**src/rtl/ecc4_pkg.sv**
```systemverilog
// ecc4_pkg: shared types and SECDED helpers for the 4-bit ECC word store.
//   codeword_t    : {p, c[2:0], d[3:0]} packed 8-bit codeword
//   scrub_state_t : scrubber FSM states
//   dec_result_t  : decoder result {data, correctable, uncorrectable}
//   ecc4_encode   : data -> codeword
//   ecc4_decode   : codeword -> corrected data plus error classification
package ecc4_pkg;

  localparam int CW_W = 8;

  typedef struct packed {
    logic       p;
    logic [2:0] c;
    logic [3:0] d;
  } codeword_t;

  typedef enum logic [1:0] {
    IDLE     = 2'd0,
    SCRUB_RD = 2'd1,
    SCRUB_WB = 2'd2
  } scrub_state_t;

  typedef struct packed {
    logic [3:0] data;
    logic       correctable;
    logic       uncorrectable;
  } dec_result_t;

  function automatic codeword_t ecc4_encode(input logic [3:0] d);
    codeword_t cw;
    cw.d    = d;
    cw.c[0] = d[3] ^ d[2] ^ d[0];
    cw.c[1] = d[3] ^ d[1] ^ d[0];
    cw.c[2] = d[2] ^ d[1] ^ d[0];
    cw.p    = ^{cw.c, cw.d};
    return cw;
  endfunction

  // Single-bit errors anywhere (data, check or parity) are correctable; any
  // nonzero syndrome with even overall parity is a double error.
  function automatic dec_result_t ecc4_decode(input codeword_t cw);
    logic [2:0]  s;
    logic        q;
    dec_result_t r;
    s[0] = cw.d[3] ^ cw.d[2] ^ cw.d[0] ^ cw.c[0];
    s[1] = cw.d[3] ^ cw.d[1] ^ cw.d[0] ^ cw.c[1];
    s[2] = cw.d[2] ^ cw.d[1] ^ cw.d[0] ^ cw.c[2];
    q    = ^cw;
    r.data          = cw.d;
    r.correctable   = 1'b0;
    r.uncorrectable = 1'b0;
    if (s != 3'd0 && !q) begin
      r.uncorrectable = 1'b1;
    end else if (q) begin
      r.correctable = 1'b1;
      case (s)
        3'd3:    r.data[3] = ~cw.d[3];
        3'd5:    r.data[2] = ~cw.d[2];
        3'd6:    r.data[1] = ~cw.d[1];
        3'd7:    r.data[0] = ~cw.d[0];
        default: r.data = cw.d;  // check-bit or parity-bit error, data intact
      endcase
    end
    return r;
  endfunction

endpackage

```
**src/rtl/ecc4_decoder.sv**
```systemverilog
// ecc4_decoder: combinational SECDED decoder for one 8-bit codeword.
//   cw_i            : stored codeword {p, c[2:0], d[3:0]}
//   data_o          : corrected data (raw data when uncorrectable)
//   correctable_o   : single-bit error present (data, check or parity bit)
//   uncorrectable_o : double-bit error detected
module ecc4_decoder
  import ecc4_pkg::*;
(
  input  logic [CW_W-1:0] cw_i,
  output logic [3:0]      data_o,
  output logic            correctable_o,
  output logic            uncorrectable_o
);

  dec_result_t res;

  assign res             = ecc4_decode(codeword_t'(cw_i));
  assign data_o          = res.data;
  assign correctable_o   = res.correctable;
  assign uncorrectable_o = res.uncorrectable;

endmodule

```
**src/rtl/ecc_scrubber_4.sv**
```systemverilog
// ecc_scrubber_4: SECDED-protected 4-bit word store with background scrubber.
//   clock, reset (sync, active-low)
//   req_valid/req_we/req_addr/req_wdata/req_ready : host request port
//   rsp_valid/rsp_rdata/rsp_err                    : registered read response
//   scrub_en                                       : enables background scrub
//   inj_valid/inj_addr/inj_mask                    : fault injection (XOR)
//   scrub_busy, pass_done                          : scrubber status
//   corr_count, uncorr_count, last_err_addr        : error statistics
module ecc_scrubber_4
  import ecc4_pkg::*;
#(
  parameter int DEPTH          = 16,
  parameter int ADDR_W         = $clog2(DEPTH),
  parameter int SCRUB_INTERVAL = 8,
  parameter int CNT_W          = 8
) (
  input  logic              clock,
  input  logic              reset,
  input  logic              req_valid,
  input  logic              req_we,
  input  logic [ADDR_W-1:0] req_addr,
  input  logic [3:0]        req_wdata,
  output logic              req_ready,
  output logic              rsp_valid,
  output logic [3:0]        rsp_rdata,
  output logic              rsp_err,
  input  logic              scrub_en,
  input  logic              inj_valid,
  input  logic [ADDR_W-1:0] inj_addr,
  input  logic [CW_W-1:0]   inj_mask,
  output logic              scrub_busy,
  output logic              pass_done,
  output logic [CNT_W-1:0]  corr_count,
  output logic [CNT_W-1:0]  uncorr_count,
  output logic [ADDR_W-1:0] last_err_addr
);

  localparam int TMR_W = $clog2(SCRUB_INTERVAL + 1);

  function automatic logic [CNT_W-1:0] sat_inc(input logic [CNT_W-1:0] v);
    return (v == {CNT_W{1'b1}}) ? v : v + 1'b1;
  endfunction

  logic [CW_W-1:0]   mem_q [DEPTH];
  logic [CW_W-1:0]   mem_d [DEPTH];
  scrub_state_t      state_q, state_d;
  logic [ADDR_W-1:0] ptr_q, ptr_d;
  logic [TMR_W-1:0]  timer_q, timer_d;
  logic [CW_W-1:0]   wb_cw_q, wb_cw_d;
  logic              rsp_valid_q, rsp_err_q, pass_done_q;
  logic [3:0]        rsp_rdata_q;
  logic [CNT_W-1:0]  corr_count_q, uncorr_count_q;
  logic [ADDR_W-1:0] last_err_addr_q;

  logic [3:0] host_data, scrub_data;
  logic       host_corr_unused, host_uncorr_raw;
  logic       scrub_corr_raw, scrub_uncorr_raw;

  logic accept, host_wr, host_rd, host_uncorr;
  logic scrub_uncorr, scrub_fixed, wb_write, ptr_adv;

  ecc4_decoder u_host_dec (
    .cw_i            (mem_q[req_addr]),
    .data_o          (host_data),
    .correctable_o   (host_corr_unused),
    .uncorrectable_o (host_uncorr_raw)
  );

  ecc4_decoder u_scrub_dec (
    .cw_i            (mem_q[ptr_q]),
    .data_o          (scrub_data),
    .correctable_o   (scrub_corr_raw),
    .uncorrectable_o (scrub_uncorr_raw)
  );

  assign req_ready   = (state_q == IDLE);
  assign accept      = req_valid && req_ready;
  assign host_wr     = accept && req_we;
  assign host_rd     = accept && !req_we;
  assign host_uncorr = host_rd && host_uncorr_raw;

  // Scrubber FSM next state. The host port is only open in IDLE, so host and
  // scrub events can never land in the same cycle.
  always_comb begin
    state_d      = state_q;
    ptr_d        = ptr_q;
    timer_d      = timer_q;
    wb_cw_d      = wb_cw_q;
    scrub_uncorr = 1'b0;
    scrub_fixed  = 1'b0;
    wb_write     = 1'b0;
    ptr_adv      = 1'b0;
    case (state_q)
      IDLE: begin
        if (!scrub_en) begin
          timer_d = '0;
        end else if (!req_valid) begin
          if (timer_q == TMR_W'(SCRUB_INTERVAL - 1)) begin
            state_d = SCRUB_RD;
            timer_d = '0;
          end else begin
            timer_d = timer_q + 1'b1;
          end
        end
      end
      SCRUB_RD: begin
        if (scrub_uncorr_raw) begin
          scrub_uncorr = 1'b1;
          ptr_adv      = 1'b1;
          state_d      = IDLE;
        end else if (scrub_corr_raw) begin
          wb_cw_d = ecc4_encode(scrub_data);
          state_d = SCRUB_WB;
        end else begin
          ptr_adv = 1'b1;
          state_d = IDLE;
        end
      end
      SCRUB_WB: begin
        wb_write    = 1'b1;
        scrub_fixed = 1'b1;
        ptr_adv     = 1'b1;
        state_d     = IDLE;
      end
      default: state_d = IDLE;
    endcase
    if (ptr_adv) ptr_d = ptr_q + 1'b1;
  end

  // Storage next state: host write or scrub write-back, then injection XOR
  // applied on top so a fault lands even on a word written this cycle.
  always_comb begin
    for (int i = 0; i < DEPTH; i++) begin
      mem_d[i] = mem_q[i];
      if (host_wr && req_addr == ADDR_W'(i)) begin
        mem_d[i] = ecc4_encode(req_wdata);
      end else if (wb_write && ptr_q == ADDR_W'(i)) begin
        mem_d[i] = wb_cw_q;
      end
      if (inj_valid && inj_addr == ADDR_W'(i)) begin
        mem_d[i] = mem_d[i] ^ inj_mask;
      end
    end
  end

  always_ff @(posedge clock) begin
    if (!reset) begin
      for (int i = 0; i < DEPTH; i++) mem_q[i] <= '0;
      state_q         <= IDLE;
      ptr_q           <= '0;
      timer_q         <= '0;
      wb_cw_q         <= '0;
      rsp_valid_q     <= 1'b0;
      rsp_rdata_q     <= '0;
      rsp_err_q       <= 1'b0;
      pass_done_q     <= 1'b0;
      corr_count_q    <= '0;
      uncorr_count_q  <= '0;
      last_err_addr_q <= '0;
    end else begin
      assert (!(host_uncorr && scrub_uncorr));
      for (int i = 0; i < DEPTH; i++) mem_q[i] <= mem_d[i];
      state_q     <= state_d;
      ptr_q       <= ptr_d;
      timer_q     <= timer_d;
      wb_cw_q     <= wb_cw_d;
      rsp_valid_q <= host_rd;
      rsp_err_q   <= host_uncorr;
      if (host_rd) rsp_rdata_q <= host_data;
      pass_done_q <= ptr_adv && (ptr_q == ADDR_W'(DEPTH - 1));
      if (scrub_fixed) corr_count_q <= sat_inc(corr_count_q);
      if (host_uncorr || scrub_uncorr) uncorr_count_q <= sat_inc(uncorr_count_q);
      if (scrub_uncorr) begin
        last_err_addr_q <= ptr_q;
      end else if (host_uncorr) begin
        last_err_addr_q <= req_addr;
      end
    end
  end

  assign rsp_valid     = rsp_valid_q;
  assign rsp_rdata     = rsp_rdata_q;
  assign rsp_err       = rsp_err_q;
  assign scrub_busy    = (state_q != IDLE);
  assign pass_done     = pass_done_q;
  assign corr_count    = corr_count_q;
  assign uncorr_count  = uncorr_count_q;
  assign last_err_addr = last_err_addr_q;

endmodule

```
**config.mk**
```make
export PLATFORM = sky130hd
export DESIGN_NAME = ecc_scrubber_4
export DESIGN_NICKNAME = d
export VERILOG_FILES = /design/src/rtl/ecc4_pkg.sv /design/src/rtl/ecc4_decoder.sv /design/src/rtl/ecc_scrubber_4.sv
export SDC_FILE = /design/constraint.sdc
export NUM_CORES = 1
export LEC_CHECK = 0
export CORE_MARGIN = 2
export CORE_UTILIZATION = 60
export CTS_BUF_LIST = sky130_fd_sc_hd__clkbuf_8
export DETAILED_ROUTE_END_ITERATION = 10
export PLACE_DENSITY = 0.79
export SLEW_MARGIN = 20
export SYNTH_ARGS = -nofsm -noshare
export SYNTH_HDL_FRONTEND = slang
export SYNTH_HIERARCHICAL = 1
export SYNTH_SLANG_ARGS = --single-unit
```
**constraint.sdc**
```tcl
create_clock -name clock -period 5.75 [get_ports clock]
set_clock_uncertainty 0.2 [all_clocks]
set_input_delay 1.15 -clock clock [delete_from_list [all_inputs] [get_ports clock]]
set_output_delay 1.15 -clock clock [all_outputs]
set_load 0.02 [all_outputs]
```
# Yosys cells after proc, flatten, opt, wreduce, memory -nomap -nowiden
# Memory sizes are Yosys's and may differ from the RTL's. A register that Yosys moved wholly into a read port is not among the register bits.
# Cells that the tools add are included.
[op_classes]
eq_ne = 62
div_mod_pow = 0
bitwise = 73
multipliers = 0
n_reduce_logical = 76
muxes = 99
n_lt_le_gt_ge = 0
shift = 0
n_addsub = 4
[op_table]
columns = ["op", "n"]
rows = [
  ["2-to-1 mux 8 bit", 64],
  ["XOR 8 bit", 16],
  ["equality test 4 bit (second input constant)", 24],
  ["logical AND 1 bit", 55],
  ["equality test 4 x 3 -> 1 bit (second input constant)", 13],
  ["XOR 1 bit", 30],
  ["2-to-1 mux 4 bit", 7],
  ["equality test 4 x 2 -> 1 bit (second input constant)", 6],
  ["2-to-1 mux 5 bit", 4],
  ["equality test 3 bit (second input constant)", 6],
  ["2-to-1 mux 1 bit", 17],
  ["adder 8 x 1 -> 8 bit (second input constant)", 2],
  ["equality test 8 bit (second input constant)", 2],
  ["bitwise OR 1 bit", 16],
  ["XOR reduction 8 bit", 2],
  ["XOR reduction 7 bit", 2],
  ["equality test 4 x 1 -> 1 bit (second input constant)", 3],
  ["zero test 4 bit", 3],
  ["NOT 1 bit", 11],
  ["2-to-1 mux 2 bit", 5],
  ["adder 4 x 1 -> 4 bit (second input constant)", 2],
  ["equality test 3 x 2 -> 1 bit (second input constant)", 2],
  ["AND reduction 2 bit", 3],
  ["AND reduction 3 bit", 2],
  ["11 further kinds", 17],
]
[totals]
mem_bits_ro = 0
wordCells = 326
latchBits = 0
input_bits = 26
output_inout_bits = 29
ff_bits = 45
ramBits = 128
mem_count = 1
[mem_list]
columns = ["name", "words", "width", "rd", "rd_ports_with_merged_regs", "wr", "line_no", "text"]
rows = [
  ["mem_q", 16, 8, 18, 1, 16, "ecc_scrubber_4.sv:44", "logic [CW_W-1:0] mem_q [DEPTH];"],
]

# Depth between registers and ports, before layout
# Gate-level depths: netlist (run 1).
[logic_depth]
ltp_word = 12
mapped_depth = 15
mapped_depth_nobuf = 10

# Hierarchy
# Netlist (run 1), hierarchy kept.
[modules_own_cells]
columns = ["mod", "cells_per_inst", "instances", "area_each_um2", "seq_area_each_um2"]
rows = [
  ["ecc_scrubber_4", 1580, 1, 13773.2, 3543.4],
  ["ecc4_decoder", 52, 2, 382.9, 0.0],
]

# Worst setup path after synthesis (run 1)
# OpenSTA, ideal clock, no wires.
[synth_path]
path_kind = "input port to flip-flop"
start = "input port req_addr[1]"
end = "register uncorr_count_q[5] (netlist: uncorr_count[5])"
t_required_ps = 5480
cell_stages = 13
arrival_time_ps = 4585
n_path_buf = 3
slack_ps = 894
setup_ps = 70
path_cell_list = "buf_2 buf_1 mux4_2 mux4_2 buf_2 xor2_1 or2_1 o211ai_1 a21oi_1 and4b_1 o2111ai_2 or4_1 a21oi_1"
[synth_between]
elab_chain_cells = 10
word_cells_on_any_way = 18
classes_between = "mux (1); bitwise (9); reduce/logical (7); memory (1)"
[synth_rtl]
columns = ["item", "line_no", "text"]
rows = [
  ["start: declaration", "ecc_scrubber_4.sv:21", "input logic [ADDR_W-1:0] req_addr,"],
  ["memory read (16 x 8 bit) *", "-", ""],
  ["XOR 1 bit, on equally long branches (3 in series)", "ecc4_pkg.sv:45, ecc4_pkg.sv:46, ecc4_pkg.sv:47", ""],
  ["nonzero test 3 bit", "ecc4_pkg.sv:52", "if (s != 3'd0 && !q) begin"],
  ["logical AND 1 bit *", "ecc4_pkg.sv:52", ""],
  ["2-to-1 mux 1 bit *", "ecc4_pkg.sv:52", ""],
  ["named net host_uncorr_raw", "ecc_scrubber_4.sv:56", "logic host_corr_unused, host_uncorr_raw;"],
  ["logical AND 1 bit *", "ecc_scrubber_4.sv:80", "assign host_uncorr = host_rd && host_uncorr_raw;"],
  ["logical OR 1 bit *", "ecc_scrubber_4.sv:172", "if (host_uncorr || scrub_uncorr) uncorr_count_q <= sat_inc(uncorr_count_q);"],
  ["AND reduction 2 bit (no source line) *", "-", ""],
  ["end signal: assignment", "ecc_scrubber_4.sv:172", ""],
  ["end: declaration", "ecc_scrubber_4.sv:52", "logic [CNT_W-1:0] corr_count_q, uncorr_count_q;"],
]
# The timed path passes the listed nets; every way through them passes the cells marked *.
# A chain may end at the register's enable or synchronous reset.

# Worst setup path after layout (run 1)
# Ends and elaborated chain as after synthesis.

==> out/metrics.cfg, run 1 <==
[run_status]
status=completed

[worst_setup_path]
timing.reg2reg.setup_slack_ns=0.83
critical_path_peak_fanout=23
arrival_ns=5.18
endpoint_kind=register
critical_path.max_stage_delay_ns=0.55
critPathSlowestCell=sky130_fd_sc_hd__mux4_2
data_required_time_of_the_critical_path_ns=5.99
timing.rr.end=uncorr_count[5]
start_kind=input port
critical_path.cell_chain=buf_2 -> buf_4 -> mux4_2 -> mux4_2 -> xnor3_2 -> xor2_2 -> nor2_1 -> a21oi_1 -> and4b_1 -> o2111ai_2 -> or4_1 -> a21oi_1
setup.worst_path.class=in2reg
reg2reg_depth=11
cpLargestDelayFamily=simple AND/OR/NAND/NOR gates
critical_path.n_buffers_inverters=2

[sta]
layout_min_cycle_time_ns=4.946
relSlewSlack_pct=19.84
setup_viol_count_final=0
timing.final.crit_share_pct=86.02
drv_slew=0
timing_worst_slew_pin_value_ns=1.197
hold_slack_ns=0.3106
timing.fmax_mhz=202.2
totalNegativeSetupSlack_ns=0
setup_repair_after_global_routing_missed_its_margin=false
final_hold_viol_count=0

[hold_path]
min_from=rsp_rdata[1]
min-delay-path-class=reg2reg
timing.hold.worst_path_depth=2
worstHoldEndpoint=rsp_rdata[1]

[floorplanning]
dieWidth_um=159.6
die_area_um2=25480
row_count=56
core_um2=23610
design.portCount=55
starting_density_of_the_core_pct=61.55
chipHeight_um=159.6

[clock_network]
post_cts.resized_instances=0
clk_sinks=177
hold_buffers=0
path_clk_slew_ns=0.12
max_clock_buf_depth=2
cts_buffers=17
clk_root_buffer_cell=sky130_fd_sc_hd__clkbuf_8
postCtsSetupBuffers=0
clk-insertion-delay-late_ns=0.50
clock_tree_from_tritoncts=done
htreeDepth=4

[global_routing]
globalRouteOverflowTotal=0
wire_length_of_the_first_global_routing_pass_um=70790
grt_max_degree=104
first_global_vias=12400
grt_use_total_pct=35.08
grt_antenna_before_repair=2

[detailed_routing]
drtAntennaViolNets=0
routedWlPerCell_um=23.91
finalWirelength_um=45620
avgViaCountPerCell=7.131
drc_errors=0
via_count=13610
drt-initial-drc-count=2271
drt_pass1_iterations=9

[logic_synthesis]
postSynthAreaPerCell_um2=8.635
synth_fp_nets=1719
number_of_instances_in_the_synthesized_netlist=1683
post_synth_instance_area_um2=14530
ys_warn_count=6

[power_and_ir_drop]
p_int_mw=1.860
sw_frac_of_total_pct=32.87
power_leakage_nw=5.777
power-per-cell-area_nw_per_um2=181.1
seq_power_share_pct=46.0
total_switching_power_mw=0.9109
relative_contribution_of_the_clock_network_to_total_power_pct=37.7
max_rail_drop_vdd_mv=0.1212
p_comb_share_pct=16.4

[cells_and_area]
area.growth.synth_to_final_pct=5.303
share_of_post_route_cells_with_drive_strength_above_1_pct=14.05
final_nets=1610

[placed_design]
dpl.hpwl_um=31080
routabilityCongestion=1.019
buffer_ports.inserted=54

[job]
maxCapViolations=0

routing by layer:
metal  vias to the layer above  GRT usage (%)  share of wire [%]  routed length (um)
met4                         0          18.43                5.5                2494
met5                         -              0                  0                   0
met2                       967          53.46                 45               20310
li1                       6017              -                  -                   -
met1                      6443          47.88                 38               17120
met3                       179          5.974                 12                5689
area by class of cell:
class | instances | area (um^2)
Clock buffer | 17 | 234.0
Clock inverter | 15 | 232.7
Tap cell | 319 | 399.1
Inverter | 11 | 41.29
Fill cell | 1911 | 8309
Sequential cell | 177 | 3545
Antenna cell | 2 | 5.005
Timing Repair Buffer | 91 | 797.0
Multi-Input combinational cell | 1276 | 10050
power groups by stage:
stage          logic, mW  registers [mW]  clock network (mW)
2_1_floorplan      0.320            1.29                   0
3_3_place_gp       0.429            1.30                   0
3_5_place_dp       0.441            1.30                   0
4_1_cts            0.442            1.27                1.04
5_1_grt            0.483            1.27                1.09
6_report           0.454            1.27                1.04
sequential cells by signal (all words and copies together), names as in the netlist, named ones only:
signal         count
mem_q            128
corr_count         8
uncorr_count       8
wb_cw_q            8
last_err_addr      4
ptr_q              4
rsp_rdata          4
timer_q            4
state_q            2
pass_done          1
rsp_err            1
rsp_valid          1
cells in the final DEF, fill, tap and decap left out, types with 4 or more instances in the layout:
| cell type | count |
|---|---|
| sky130_fd_sc_hd__a211o_1 | 4 |
| sky130_fd_sc_hd__a211oi_1 | 7 |
| sky130_fd_sc_hd__a21oi_1 | 26 |
| sky130_fd_sc_hd__a311oi_1 | 4 |
| sky130_fd_sc_hd__a31oi_1 | 8 |
| sky130_fd_sc_hd__and2_1 | 19 |
| sky130_fd_sc_hd__and4_1 | 4 |
| sky130_fd_sc_hd__buf_2 | 7 |
| sky130_fd_sc_hd__buf_4 | 36 |
| sky130_fd_sc_hd__clkbuf_8 | 17 |
| sky130_fd_sc_hd__clkdlybuf4s50_1 | 46 |
| sky130_fd_sc_hd__dfxtp_1 | 176 |
| sky130_fd_sc_hd__ha_1 | 10 |
| sky130_fd_sc_hd__inv_1 | 11 |
| sky130_fd_sc_hd__inv_8 | 6 |
| sky130_fd_sc_hd__mux2_1 | 10 |
| sky130_fd_sc_hd__mux2_2 | 29 |
| sky130_fd_sc_hd__mux2i_1 | 258 |
| sky130_fd_sc_hd__mux4_2 | 80 |
| sky130_fd_sc_hd__nand2_1 | 159 |
| sky130_fd_sc_hd__nand2b_1 | 8 |
| sky130_fd_sc_hd__nand3_1 | 243 |
| sky130_fd_sc_hd__nand4_1 | 125 |
| sky130_fd_sc_hd__nand4_2 | 4 |
| sky130_fd_sc_hd__nand4b_1 | 4 |
| sky130_fd_sc_hd__nand4b_2 | 4 |
| sky130_fd_sc_hd__nor2_1 | 38 |
| sky130_fd_sc_hd__nor3_1 | 9 |
| sky130_fd_sc_hd__nor4bb_2 | 4 |
| sky130_fd_sc_hd__o21ai_0 | 19 |
| sky130_fd_sc_hd__o21ai_1 | 97 |
| sky130_fd_sc_hd__o31ai_1 | 4 |
| sky130_fd_sc_hd__or2_1 | 4 |
| sky130_fd_sc_hd__xnor2_1 | 16 |
| sky130_fd_sc_hd__xor2_1 | 15 |
| sky130_fd_sc_hd__xor3_1 | 4 |
worst min-delay path: cells and delay by family (launching register included):
kind | cells | cell delay [ns]
mux | 1 | 0.07
flops | 1 | 0.35
simple gates | 1 | 0.07
how the worst max path moves through the flow:
| stage | end | cells past startpoint | start |
|---|---|---|---|
| after detailed placement | uncorr_count[5] | 12 | req_addr[1] |
| final | uncorr_count[5] | 12 | req_addr[1] |
| after global routing | uncorr_count[5] | 11 | register |
| after floorplan | uncorr_count[5] | 13 | req_addr[1] |
| after CTS | uncorr_count[5] | 12 | req_addr[1] |
| after global placement | uncorr_count[5] | 12 | req_addr[1] |
metrics by stage:
stage / area [um^2] / total power [mW] / std cells / worst slack [ns] / util [%]
after floorplan: 14530 / 1.612 / 1683 / 0.8944 / -
after global placement: 14850 / 1.727 / 1874 / 0.4971 / 62.89
after detailed placement: 14850 / 1.740 / 1874 / 0.3513 / 62.87
after CTS: 15310 / 2.754 / 1906 / 0.8746 / 64.85
after global routing: 15300 / 2.847 / 1907 / 0.5790 / 64.80
final: 15300 / 2.771 / 1908 / 0.8041 / 64.81
Note: power is estimated with default switching activity, not from simulation.
==> run 2: changes to the inputs <==
MAX_ROUTING_LAYER = met4   (was default)
==> run 2 against run 1 <==
First-iteration DRC count fell by 9.3%. Sequential share of layout area down 0.11 points. Clock power decreased by 9.5%. Utilization rose by 0.31 points. Final area rose by 0.48%. Via count is essentially flat. Combinational power up 2%. Clock-buffer cell count stayed put. Cell count increased by 0.52%. Non-clock buffer count is 8 higher. Critical path type unchanged. Critical endpoint unchanged. Highest routed layer unchanged.
==> out/metrics.cfg, run 2 (synthesis results as in run 1) <==
[cells_and_area]
most_used_cells_in_the_layout_excluding_fill_and_tap_cells=258 x sky130_fd_sc_hd__mux2i_1, 243 x sky130_fd_sc_hd__nand3_1, 176 x sky130_fd_sc_hd__dfxtp_1
register_name_with_the_most_flops=mem_q
commonest_non_fill_non_tap_cell_in_the_layout=sky130_fd_sc_hd__mux2i_1
final.fill_count=1979
final_cell_count_no_fill=1918
share_of_post_route_cells_with_drive_strength_above_1_pct=14.42
largest_register_ffs=128
fin_util_pct=65.12
sequential_cell_area_um2=3545
final_nets=1618
area.growth.synth_to_final_pct=5.811
multiInputGateArea_um2=10050

[global_routing]
grt_antenna_before_repair=4
grt_max_degree=181
grt_use_total_pct=36.74
globalRouteOverflowTotal=0
wire_length_of_the_first_global_routing_pass_um=71810
first_global_vias=12740

[placed_design]
number_of_instances_in_the_placed_design=1882
buffer_ports.inserted=54
routabilityCongestion=0.9794
dpl.hpwl_um=31150

[sta]
timing_worst_slew_pin_value_ns=1.079
final_hold_viol_count=0
layout_min_cycle_time_ns=4.869
totalNegativeSetupSlack_ns=0
timing.fmax_mhz=205.4
timing.final.crit_share_pct=84.69
setup_viol_count_final=0
setup_repair_after_global_routing_missed_its_margin=false
drv_slew=0
relSlewSlack_pct=28.05

[worst_setup_path]
timing.rr.end=uncorr_count[5]
critPathSlowestCell=sky130_fd_sc_hd__mux4_2
start_kind=input port
arrival_ns=5.10
data_required_time_of_the_critical_path_ns=5.98
critical_path_peak_fanout=23
cpLargestDelayFamily=simple AND/OR/NAND/NOR gates
critical_path.cell_chain=buf_2 -> buf_4 -> mux4_2 -> mux4_2 -> xnor2_1 -> xnor2_1 -> nor2_1 -> a21oi_1 -> and4b_1 -> o2111ai_2 -> or4_1 -> a21oi_1
critical_path.n_buffers_inverters=2
setup.worst_path.class=in2reg
timing.reg2reg.setup_slack_ns=1.12
critical_path.max_stage_delay_ns=0.60
endpoint_kind=register
reg2reg_depth=10

[detailed_routing]
via_count=13600
avgViaCountPerCell=7.093
top_layer_used=met4
finalWirelength_um=45590
drc_errors=0
dr_wl_met2_um=20420
routedWlPerCell_um=23.77
met3WireLength_um=5748
drtAntennaViolNets=0
drt_pass1_iterations=6
drt-initial-drc-count=2059
route.layer.met1.wl_um=16910

[clock_network]
cts_buffers=17
clk_sinks=177
postCtsSetupBuffers=0
hold_buffers=0
htreeDepth=4
max_clock_buf_depth=2
path_clk_slew_ns=0.12
clk-insertion-delay-late_ns=0.49
clk_root_buffer_cell=sky130_fd_sc_hd__clkbuf_8
clock_tree_from_tritoncts=done
post_cts.resized_instances=0

[job]
maxCapViolations=0

[hold_path]
min_from=rsp_rdata[1]
worstHoldEndpoint=rsp_rdata[1]
timing.hold.worst_path_depth=2
min-delay-path-class=reg2reg

[floorplanning]
starting_density_of_the_core_pct=61.55
chipHeight_um=159.6
die_area_um2=25480
core_um2=23610
design.portCount=55
dieWidth_um=159.6
row_count=56

[power_and_ir_drop]
max_rail_drop_vdd_mv=0.1224
power-per-cell-area_nw_per_um2=174.0
power_leakage_nw=5.804

[run_status]
status=completed

-- run 2: cell count changes in the layout (fill, tap and decap cells not counted), moves of 2 or more --
cell                        change
sky130_fd_sc_hd__inv_8          -4
sky130_fd_sc_hd__inv_6          +4
sky130_fd_sc_hd__bufinv_16      -2
sky130_fd_sc_hd__diode_2        +2
sky130_fd_sc_hd__buf_4          +4
sky130_fd_sc_hd__buf_12         +4
-- run 2: stage by stage --
stage	area [um^2]	hold slack, ns	setup WS (ns)	power, mW
final	15380	0.3037	0.8805	2.676
after global routing	15380	0.3336	0.7285	2.755
after CTS	15380	0.3113	0.9418	2.664
after detailed placement	14960	0.2836	0.4325	1.748
after global placement	14940	0.2820	0.4851	1.736
after floorplan	14530	0.2792	0.8944	1.612
-- run 2: where the power goes --
group | switching (mW) | total (mW) | internal (mW)
Clock | 0.569 | 0.941 | 0.371
Combinational | 0.304 | 0.463 | 0.158
Sequential | 0.0245 | 1.27 | 1.25
Total | 0.898 | 2.68 | 1.78
-- run 2: how the worst max path moves through the flow --
stage | endpoint | cells past startpoint | startpoint | slack, ns
floorplan | uncorr_count[5] | 13 | req_addr[1] | 0.89
global placement | uncorr_count[5] | 12 | req_addr[1] | 0.49
finish | uncorr_count[5] | 12 | req_addr[1] | 0.88
detailed placement | uncorr_count[5] | 12 | req_addr[1] | 0.43
CTS | uncorr_count[5] | 12 | req_addr[1] | 0.94
global route | uncorr_count[5] | 12 | req_addr[0] | 0.73
-- run 2: tightest hold or removal path, cell delays in order, from the launching register on --
cell and delay (ns):
sky130_fd_sc_hd__dfxtp_1 0.34, sky130_fd_sc_hd__mux2i_1 0.06, sky130_fd_sc_hd__nor2_1 0.07
-- run 2: layout make-up --
class                      count  area share [%]
antenna                        4         0.06509
clock buffer                  17           1.522
clock inverter                15           1.212
inverter                      11          0.2685
multi-input combinational   1276           65.35
sequential                   177           23.05
tap                          319           2.596
timing repair buffer          99           5.932
-- run 2: layer usage --
layer  global-route usage, %  vias up
li1                        -     6049
met1                   46.55     6390
met2                   55.12      960
met3                   7.481      205
met4                   20.21        0
met5                       -        -
